--- src/rtl/func_seq_pkg.sv ---
// Shared widths, defaults, FSM encoding and vector record for the func self-test sequencer.
package func_seq_pkg;

  localparam int OP_W        = 8;
  localparam int RES_W       = 11;
  localparam int N_VEC_DEF   = 10;
  localparam int TIMEOUT_DEF = 255;

  typedef enum logic [2:0] {
    ST_IDLE      = 3'd0,
    ST_ISSUE     = 3'd1,
    ST_WAIT_ACK  = 3'd2,
    ST_WAIT_DONE = 3'd3,
    ST_CHECK     = 3'd4,
    ST_DONE      = 3'd5
  } state_t;

  typedef struct packed {
    logic [OP_W-1:0]  a;
    logic [OP_W-1:0]  b;
    logic [RES_W-1:0] y;
  } vec_t;

endpackage

--- src/rtl/func_seq_vec_rom.sv ---
// Operand/expected-result table for the func self-test; y = 3a + 2*floor(cbrt(b)), precomputed.
module func_vec_rom
  import func_seq_pkg::*;
(
  input  logic [3:0] idx_i,
  output vec_t       vec_o
);

  always_comb begin
    vec_o = '0;
    case (idx_i)
      4'd0: vec_o = '{a: 8'd0,  b: 8'd0,   y: 11'd0};
      4'd1: vec_o = '{a: 8'd1,  b: 8'd1,   y: 11'd5};
      4'd2: vec_o = '{a: 8'd2,  b: 8'd2,   y: 11'd8};
      4'd3: vec_o = '{a: 8'd3,  b: 8'd3,   y: 11'd11};
      4'd4: vec_o = '{a: 8'd4,  b: 8'd4,   y: 11'd14};
      4'd5: vec_o = '{a: 8'd5,  b: 8'd5,   y: 11'd17};
      4'd6: vec_o = '{a: 8'd6,  b: 8'd6,   y: 11'd20};
      4'd7: vec_o = '{a: 8'd7,  b: 8'd7,   y: 11'd23};
      4'd8: vec_o = '{a: 8'd32, b: 8'd128, y: 11'd106};
      4'd9: vec_o = '{a: 8'd48, b: 8'd192, y: 11'd154};
      default: vec_o = '0;
    endcase
  end

endmodule

--- src/rtl/func_seq.sv ---
// Built-in self test driving func's start/busy handshake through a fixed vector table.
// Reports pass/fail counts, a sticky error flag and the index of the first failing vector.
module func_seq
  import func_seq_pkg::*;
#(
  parameter int N_VEC   = N_VEC_DEF,
  parameter int TIMEOUT = TIMEOUT_DEF,
  parameter int CW      = $clog2(N_VEC + 1)
) (
  input  logic             clk_i,
  input  logic             rst_i,
  input  logic             go_i,
  output logic             busy_o,
  output logic             done_o,
  output logic             start_o,
  output logic [OP_W-1:0]  a_bo,
  output logic [OP_W-1:0]  b_bo,
  input  logic             busy_i,
  input  logic [RES_W-1:0] y_bi,
  output logic [CW-1:0]    pass_cnt_bo,
  output logic [CW-1:0]    fail_cnt_bo,
  output logic             err_o,
  output logic [CW-1:0]    err_idx_bo
);

  localparam int TW = $clog2(TIMEOUT + 1);

  state_t           state_q;
  logic [CW-1:0]    idx_q;
  logic [TW-1:0]    timer_q;
  logic             to_q;
  logic [RES_W-1:0] y_q;
  logic [RES_W-1:0] exp_y_q;
  logic [3:0]       rom_idx_d;
  logic             pass_d;
  logic             last_d;
  vec_t             vec;

  // Operands are loaded on the edge entering ISSUE so start_o and a/b appear together;
  // the ROM therefore looks at the vector about to be issued, not the one being checked.
  always_comb begin
    rom_idx_d = 4'd0;
    if (state_q == ST_CHECK) rom_idx_d = 4'(idx_q + CW'(1));
  end

  func_vec_rom u_rom (
    .idx_i (rom_idx_d),
    .vec_o (vec)
  );

  always_comb begin
    pass_d = !to_q && (y_q == exp_y_q);
    last_d = (idx_q == CW'(N_VEC - 1));
  end

  always_ff @(posedge clk_i or posedge rst_i) begin
    if (rst_i) begin
      state_q     <= ST_IDLE;
      idx_q       <= '0;
      timer_q     <= '0;
      to_q        <= 1'b0;
      y_q         <= '0;
      exp_y_q     <= '0;
      busy_o      <= 1'b0;
      done_o      <= 1'b0;
      start_o     <= 1'b0;
      a_bo        <= '0;
      b_bo        <= '0;
      pass_cnt_bo <= '0;
      fail_cnt_bo <= '0;
      err_o       <= 1'b0;
      err_idx_bo  <= '0;
    end else begin
      case (state_q)
        ST_IDLE, ST_DONE: begin
          if (go_i) begin
            idx_q       <= '0;
            pass_cnt_bo <= '0;
            fail_cnt_bo <= '0;
            err_o       <= 1'b0;
            err_idx_bo  <= '0;
            a_bo        <= vec.a;
            b_bo        <= vec.b;
            exp_y_q     <= vec.y;
            start_o     <= 1'b1;
            busy_o      <= 1'b1;
            done_o      <= 1'b0;
            state_q     <= ST_ISSUE;
          end
        end
        ST_ISSUE: begin
          start_o <= 1'b0;
          timer_q <= '0;
          to_q    <= 1'b0;
          state_q <= ST_WAIT_ACK;
        end
        ST_WAIT_ACK: begin
          if (busy_i) begin
            timer_q <= '0;
            state_q <= ST_WAIT_DONE;
          end else if (timer_q == TW'(TIMEOUT)) begin
            to_q    <= 1'b1;
            state_q <= ST_CHECK;
          end else begin
            timer_q <= timer_q + TW'(1);
          end
        end
        ST_WAIT_DONE: begin
          if (!busy_i) begin
            y_q     <= y_bi;
            state_q <= ST_CHECK;
          end else if (timer_q == TW'(TIMEOUT)) begin
            to_q    <= 1'b1;
            state_q <= ST_CHECK;
          end else begin
            timer_q <= timer_q + TW'(1);
          end
        end
        ST_CHECK: begin
          if (pass_d) begin
            pass_cnt_bo <= pass_cnt_bo + CW'(1);
          end else begin
            fail_cnt_bo <= fail_cnt_bo + CW'(1);
            if (!err_o) begin
              err_o      <= 1'b1;
              err_idx_bo <= idx_q;
            end
          end
          if (last_d) begin
            busy_o  <= 1'b0;
            done_o  <= 1'b1;
            state_q <= ST_DONE;
          end else begin
            idx_q   <= idx_q + CW'(1);
            a_bo    <= vec.a;
            b_bo    <= vec.b;
            exp_y_q <= vec.y;
            start_o <= 1'b1;
            state_q <= ST_ISSUE;
          end
        end
        default: state_q <= ST_IDLE;
      endcase
    end
  end

endmodule
--- config.mk ---
export PLATFORM = sky130hd
export DESIGN_NAME = func_seq
export DESIGN_NICKNAME = d
export VERILOG_FILES = /design/src/rtl/func_seq_pkg.sv /design/src/rtl/func_seq_vec_rom.sv /design/src/rtl/func_seq.sv
export SDC_FILE = /design/constraint.sdc
export NUM_CORES = 1
export LEC_CHECK = 0
export CORE_ASPECT_RATIO = 1.75
export CORE_MARGIN = 2
export CORE_UTILIZATION = 48
export CTS_BUF_LIST = sky130_fd_sc_hd__clkbuf_4 sky130_fd_sc_hd__clkbuf_8 sky130_fd_sc_hd__clkbuf_16
export CTS_CLUSTER_DIAMETER = 150
export CTS_CLUSTER_SIZE = 10
export DETAILED_ROUTE_END_ITERATION = 6
export HOLD_SLACK_MARGIN = 0.1
export PLACE_DENSITY_LB_ADDON = 0.12
export SLEW_MARGIN = 10
export SYNTH_ARGS = -nofsm -noshare
export SYNTH_HDL_FRONTEND = slang
export SYNTH_SLANG_ARGS = --single-unit
--- constraint.sdc ---
create_clock -name clk_i -period 2.1 [get_ports clk_i]
set_input_delay 0.525 -clock clk_i [delete_from_list [all_inputs] [get_ports clk_i]]
set_output_delay 0.525 -clock clk_i [all_outputs]
set_load 0.03 [all_outputs]
# [Yosys cells after proc, flatten, opt, wreduce, memory -nomap -nowiden]
# Memory sizes are Yosys's and may differ from the RTL's.
# Cells that the tools add are included.
[totals] inputBits=15 regBits=70 n_memories=1 mem_bits_rw=0 latch_bits=0 romBits=288 word_cells=97 out_inout_bits=32
[mem_list] memory="(no name shown)" depth=16 word_bits=18 rd=1 rd_clocked_by_memory_dff=0 wr=0 line="func_seq_vec_rom.sv:11" text="case (idx_i)"
[classes] shifts=0 reduce_logical=16 bitwise=1 add_sub_neg=4 div=0 n_eq_ne=16 n_mux=44 mul=0 magnitude_cmp=0
[op_table] cell="2-to-1 mux 8 bit" count=7
[op_table] cell="case mux 4 bit (2 select lines)" count=4
[op_table] cell="case mux 8 bit (2 select lines)" count=2
[op_table] cell="2-to-1 mux 4 bit" count=7
[op_table] cell="case mux 8 bit (3 select lines)" count=1
[op_table] cell="2-to-1 mux 11 bit" count=2
[op_table] cell="case mux 11 bit (2 select lines)" count=1
[op_table] cell="AND reduction 3 bit" count=6
[op_table] cell="!= test 2 bit, second input constant" count=8
[op_table] cell="2-to-1 mux 3 bit" count=5
[op_table] cell="case mux 3 bit (5 select lines)" count=1
[op_table] cell="adder 4 x 1 -> 4 bit, second input constant" count=3
[op_table] cell="== test 11 bit" count=1
[op_table] cell="2-to-1 mux 1 bit" count=9
[op_table] cell="adder 8 x 1 -> 8 bit, second input constant" count=1
[op_table] cell="== test 8 bit, second input constant" count=1
[op_table] cell="== test 3 x 2 -> 1 bit, second input constant" count=2
[op_table] cell="== test 3 bit, second input constant" count=2
[op_table] cell="case mux 1 bit (2 select lines)" count=3
[op_table] cell="case mux 1 bit (3 select lines)" count=2
[op_table] cell="nonzero test 3 bit" count=2
[op_table] cell="== test 4 bit, second input constant" count=1
[op_table] cell="AND reduction 2 bit" count=2
[op_table] cell="AND reduction 4 bit" count=1
[op_table] cell="other kinds (7)" count=7

# [Depth between registers and ports, before layout]
# An unclocked memory read counts as a cell.
[logic_depth] ltp_word=5 depth_mapped=11 depth_no_buf=9

# [By module]
# Synthesis repeated with hierarchy kept, for this count alone.
[unflattened] hier_cells=321 hier_area_um2=3611.0
[by_module_without_submodules] mod="func_seq" area_each_um2=3280.6 cells_each=278 instances=1 seq_area_each_um2=1751.7
[by_module_without_submodules] mod="func_vec_rom" area_each_um2=330.3 cells_each=43 instances=1 seq_area_each_um2=0.0

# [Least setup slack after synthesis]
# Ideal clock, no wire load.
[synth_timing] path_type="register to register" from="register state_q[1]" to="register exp_y_q[4]" setup_slack_ns=-0.044 t_arrival_ns=2.040 path_buffers=1 stages_incl_launch_ff=9 path_cell_list="dfrtp_1 -> nor3b_1 -> clkbuf_1 -> nand2b_1 -> inv_1 -> ha_1 -> nand2_1 -> or4b_1 -> o311ai_1"
[synth_between] elab_chain_len=5 word_cells_on_any_way=13
[synth_rtl] item="start, declared" line="func_seq.sv:28" text="state_t state_q;"
[synth_rtl] item="start signal, assigned" line="func_seq.sv:58" text="state_q <= ST_IDLE;"
[synth_rtl] item="start signal, assigned" line="func_seq.sv:88" text="state_q <= ST_ISSUE;"
[synth_rtl] item="start signal, assigned" line="func_seq.sv:95" text="state_q <= ST_WAIT_ACK;"
[synth_rtl] item="== test 3 bit (*)" line="func_seq.sv:43" text="if (state_q == ST_CHECK) rom_idx_d = 4'(idx_q + CW'(1));"
[synth_rtl] item="2-to-1 mux 4 bit (*)" line="func_seq.sv:43"
[synth_rtl] item="named net rom_idx_d[0]" line="func_seq.sv:34" text="logic [3:0] rom_idx_d;"
[synth_rtl] item="memory read (16 x 18 bit) (*)"
[synth_rtl] item="2-to-1 mux 11 bit, on equally long branches" line="func_seq.sv:129, func_seq.sv:76"
[synth_rtl] item="case mux 11 bit (2 select lines) (*)" line="func_seq.sv:74" text="case (state_q)"
[synth_rtl] item="end signal, assigned" line="func_seq.sv:84" text="exp_y_q <= vec.y;"
[synth_rtl] item="end signal, assigned" line="func_seq.sv:137" text="exp_y_q <= vec.y;"
[synth_rtl] item="end, declared" line="func_seq.sv:33" text="logic [RES_W-1:0] exp_y_q;"
# The timed path passes the listed nets; every way through them passes the cells marked *. The select of a mux whose other input is x is not followed.
# A chain may end at the register's enable or synchronous reset.

# [Worst setup path in the final report]
[layout_timing] from="register state_q[0]" to="register exp_y_q[4]"
# The elaborated chain is that of the path after synthesis.

==> out/qor.yml <==
finalSetupViolCount: 0
die_x_um: 61.9
reg2reg_from: "state_q[0]"
status: "finished, final reports clean"
port_buffers: 40
ios: 47
hold_buffers: 0
synth.distinct_cells: 47
hold_viol_final: 0
worst-endpoint-required_ns: 2.32
diodes: 0
ys_seq_area_frac: 0.471
cp_max_fo: 3
synth-edff-count: 0
arrival_ns: 2.23
n_fill_cell: 506
drt_iter0_drc: 80
dp_slack_ns: -0.0110
die-area_mm2: 0.00652
syn_inst: 280
grt_usage: 0.194
dp_cells: 402
ir_drop_mv: 0.761
cts_sinks: 53
ys.flop_type: "dfrtp_1"
grt_max_degree: 38
grt_pass1_wl_um: 9710
clk_pin_slew_worst_paths_ns: 0.10
min_period_ns: 2.00
grt_overflow: 0
synth-compound-area-share: 0.128
cts-root-buf: "clkbuf_8"
wl_um: 5700
p_leak_nw: 1.54
timing.rr.end: "exp_y_q[4]"
worstSetupPathType: "reg2reg"
core_area_mm2: 0.00563
fp.dieH_um: 105
via_per_inst: 5.28
hold_ws_ns: 0.500
drv_cap: 0
async_flop_share: 1.00
drc: 0
max_freq_mhz: 499
grt_pass1_vias: 2160
fin_crit_sh: 0.954
fin_skew_ns: 0.00909
setup_ws_ns: 0.0964
vias: 2166
netlist_area_mm2: 0.00282
r2r_slack_ns: 0.1
clk_latency_ns: 0.31
rows: 36
antenna_found_initial: 0
cts_buffer_depth: 2
start_util: 0.500
synthAdderAreaFrac: 0.0400
yosys.area_share.xor_xnor: 0.0404
wire_per_inst_um: 13.9
synth.area.mux_share: 0.0587
avgSynthCellArea_um2: 10.1
cts_max_level: 2
synth_top_family_by_area: "simple AND/OR/NAND/NOR gates"
slew_viol_final: 0
layout-drive-gt1-share: 0.150
syn_to_final_growth_pct: 23.8
yosys.area_share.simple: 0.196
cts_tree: "built"
rr_worst_depth: 7
ant_nets: 0
instances_no_fill: 410
total_power_mw: 4.03
dpl.hpwl_um: 4360
first_pass_iters: 4
ys_ff_latch: 53
numCtsBuffers: 5
rsz0062_at_grt: "false"
min_path_type: "in2async"
critPathLaunchType: "flop"
nets: 357
cp-end-kind: "flop"
yosysWarnings: 0
place_congestion: 0.810
powerDensity_mw_per_mm2: 1160
kinds of logic (layout without fill, tap and decap cells):
| family | count (synthesis) | count (layout) |
|---|---|---|
| mux | 15 | 15 |
| buf+inv | 28 | 77 |
| compound gates | 54 | 54 |
| flops | 53 | 53 |
| xor+xnor | 13 | 13 |
| fa+ha+maj | 9 | 9 |
| simple gates | 107 | 107 |
| other cells | 1 | 6 |
timing repair:
item	in CTS	in global routing
gates resized for setup	0	1
setup buffers	0	0
setup endpoints to repair	0	1
report_power, final:
part | internal (mW) | switching [mW]
Combinational | 0.826 | 0.918
Clock | 0.388 | 0.354
Sequential | 1.31 | 0.232
cell usage after synthesis (3+ instances only):
library cell  instances  area share
xor2_1                4       0.012
a21oi_1              13       0.023
o211ai_1              5       0.013
a22o_1                6       0.019
nand3_1              18       0.032
nor2_1               25       0.033
xnor2_1               9       0.028
buf_4                13       0.035
inv_1                 7      0.0093
dfrtp_1              53        0.47
mux2_2               12       0.048
o21ai_0              14       0.025
mux2i_1               3       0.011
nand2b_1              4      0.0089
nand2_1              36       0.048
a21o_1                6       0.016
nor3_1                4      0.0071
buf_2                 4      0.0071
ha_1                  9       0.040
nand4_1               3      0.0067
sequential cells by signal (all words and copies together) (netlist names):
register / cells
y_q: 11
timer_q: 8
a_bo: 5
exp_y_q: 5
err_idx_bo: 4
fail_cnt_bo: 4
idx_q: 4
pass_cnt_bo: 4
state_q: 3
busy_o: 1
done_o: 1
err_o: 1
start_o: 1
to_q: 1
per-stage QoR:
stage	instance area, µm²	utilization	setup TNS [ns]
after floorplan	2840	-	0
after global placement	3360	0.597	0
after detailed placement	3360	0.597	-0.0121
after CTS	3480	0.618	0
after global routing	3480	0.619	0
final	3480	0.619	0
metal layers:
layer,vias to the layer above,part of all wire,global-route usage
met2,32,0.57,0.345
met1,1055,0.38,0.223
met3,9,0.021,0.0356
li1,1070,-,-
met5,-,0,0
met4,0,0.021,0.0638
worst max path at each step:
stage                     from    endpoint  slack (ns)  depth (start not counted)
floorplan           state_q[1]  exp_y_q[4]        0.04                          8
global placement        busy_i  timer_q[4]       0.006                          6
detailed placement      busy_i  timer_q[4]       -0.01                          6
CTS                 state_q[0]  exp_y_q[4]        0.09                          7
global route        state_q[0]  exp_y_q[4]       0.007                          7
finish              state_q[0]  exp_y_q[4]         0.1                          7
placed cells by master, fill, tap and decap left out, drive strengths merged, types with 6 or more instances in the layout:
cell and n:
a21oi 13, inv 7, a21o 6, ha 9
conb 6, clkdlybuf4s50 40, o21ai 14, nor2 25
mux2 12, nand3 18, buf 22, dfrtp 53
xnor2 9, a22o 6, nand2 36, clkbuf 6
worst max-delay path, stage by stage, from the launching register on:
cell and delay, ns:
dfrtp_1 0.41, nor3b_1 0.42, nand2b_1 0.14, inv_1 0.13, ha_1 0.15, nand2_1 0.06, or4b_1 0.50, o311ai_1 0.10
area by class of cell:
class | count | area, µm² | area share
clock inverters | 2 | 37.5 | 0.0108
well taps | 76 | 95.1 | 0.0273
inverters | 7 | 26.3 | 0.00754
repair buffers | 62 | 591 | 0.169
multi-input cells | 204 | 1330 | 0.381
flip-flops and latches | 53 | 1330 | 0.381
clock buffers | 6 | 82.6 | 0.0237
Note: power is estimated with default switching activity, not from simulation.
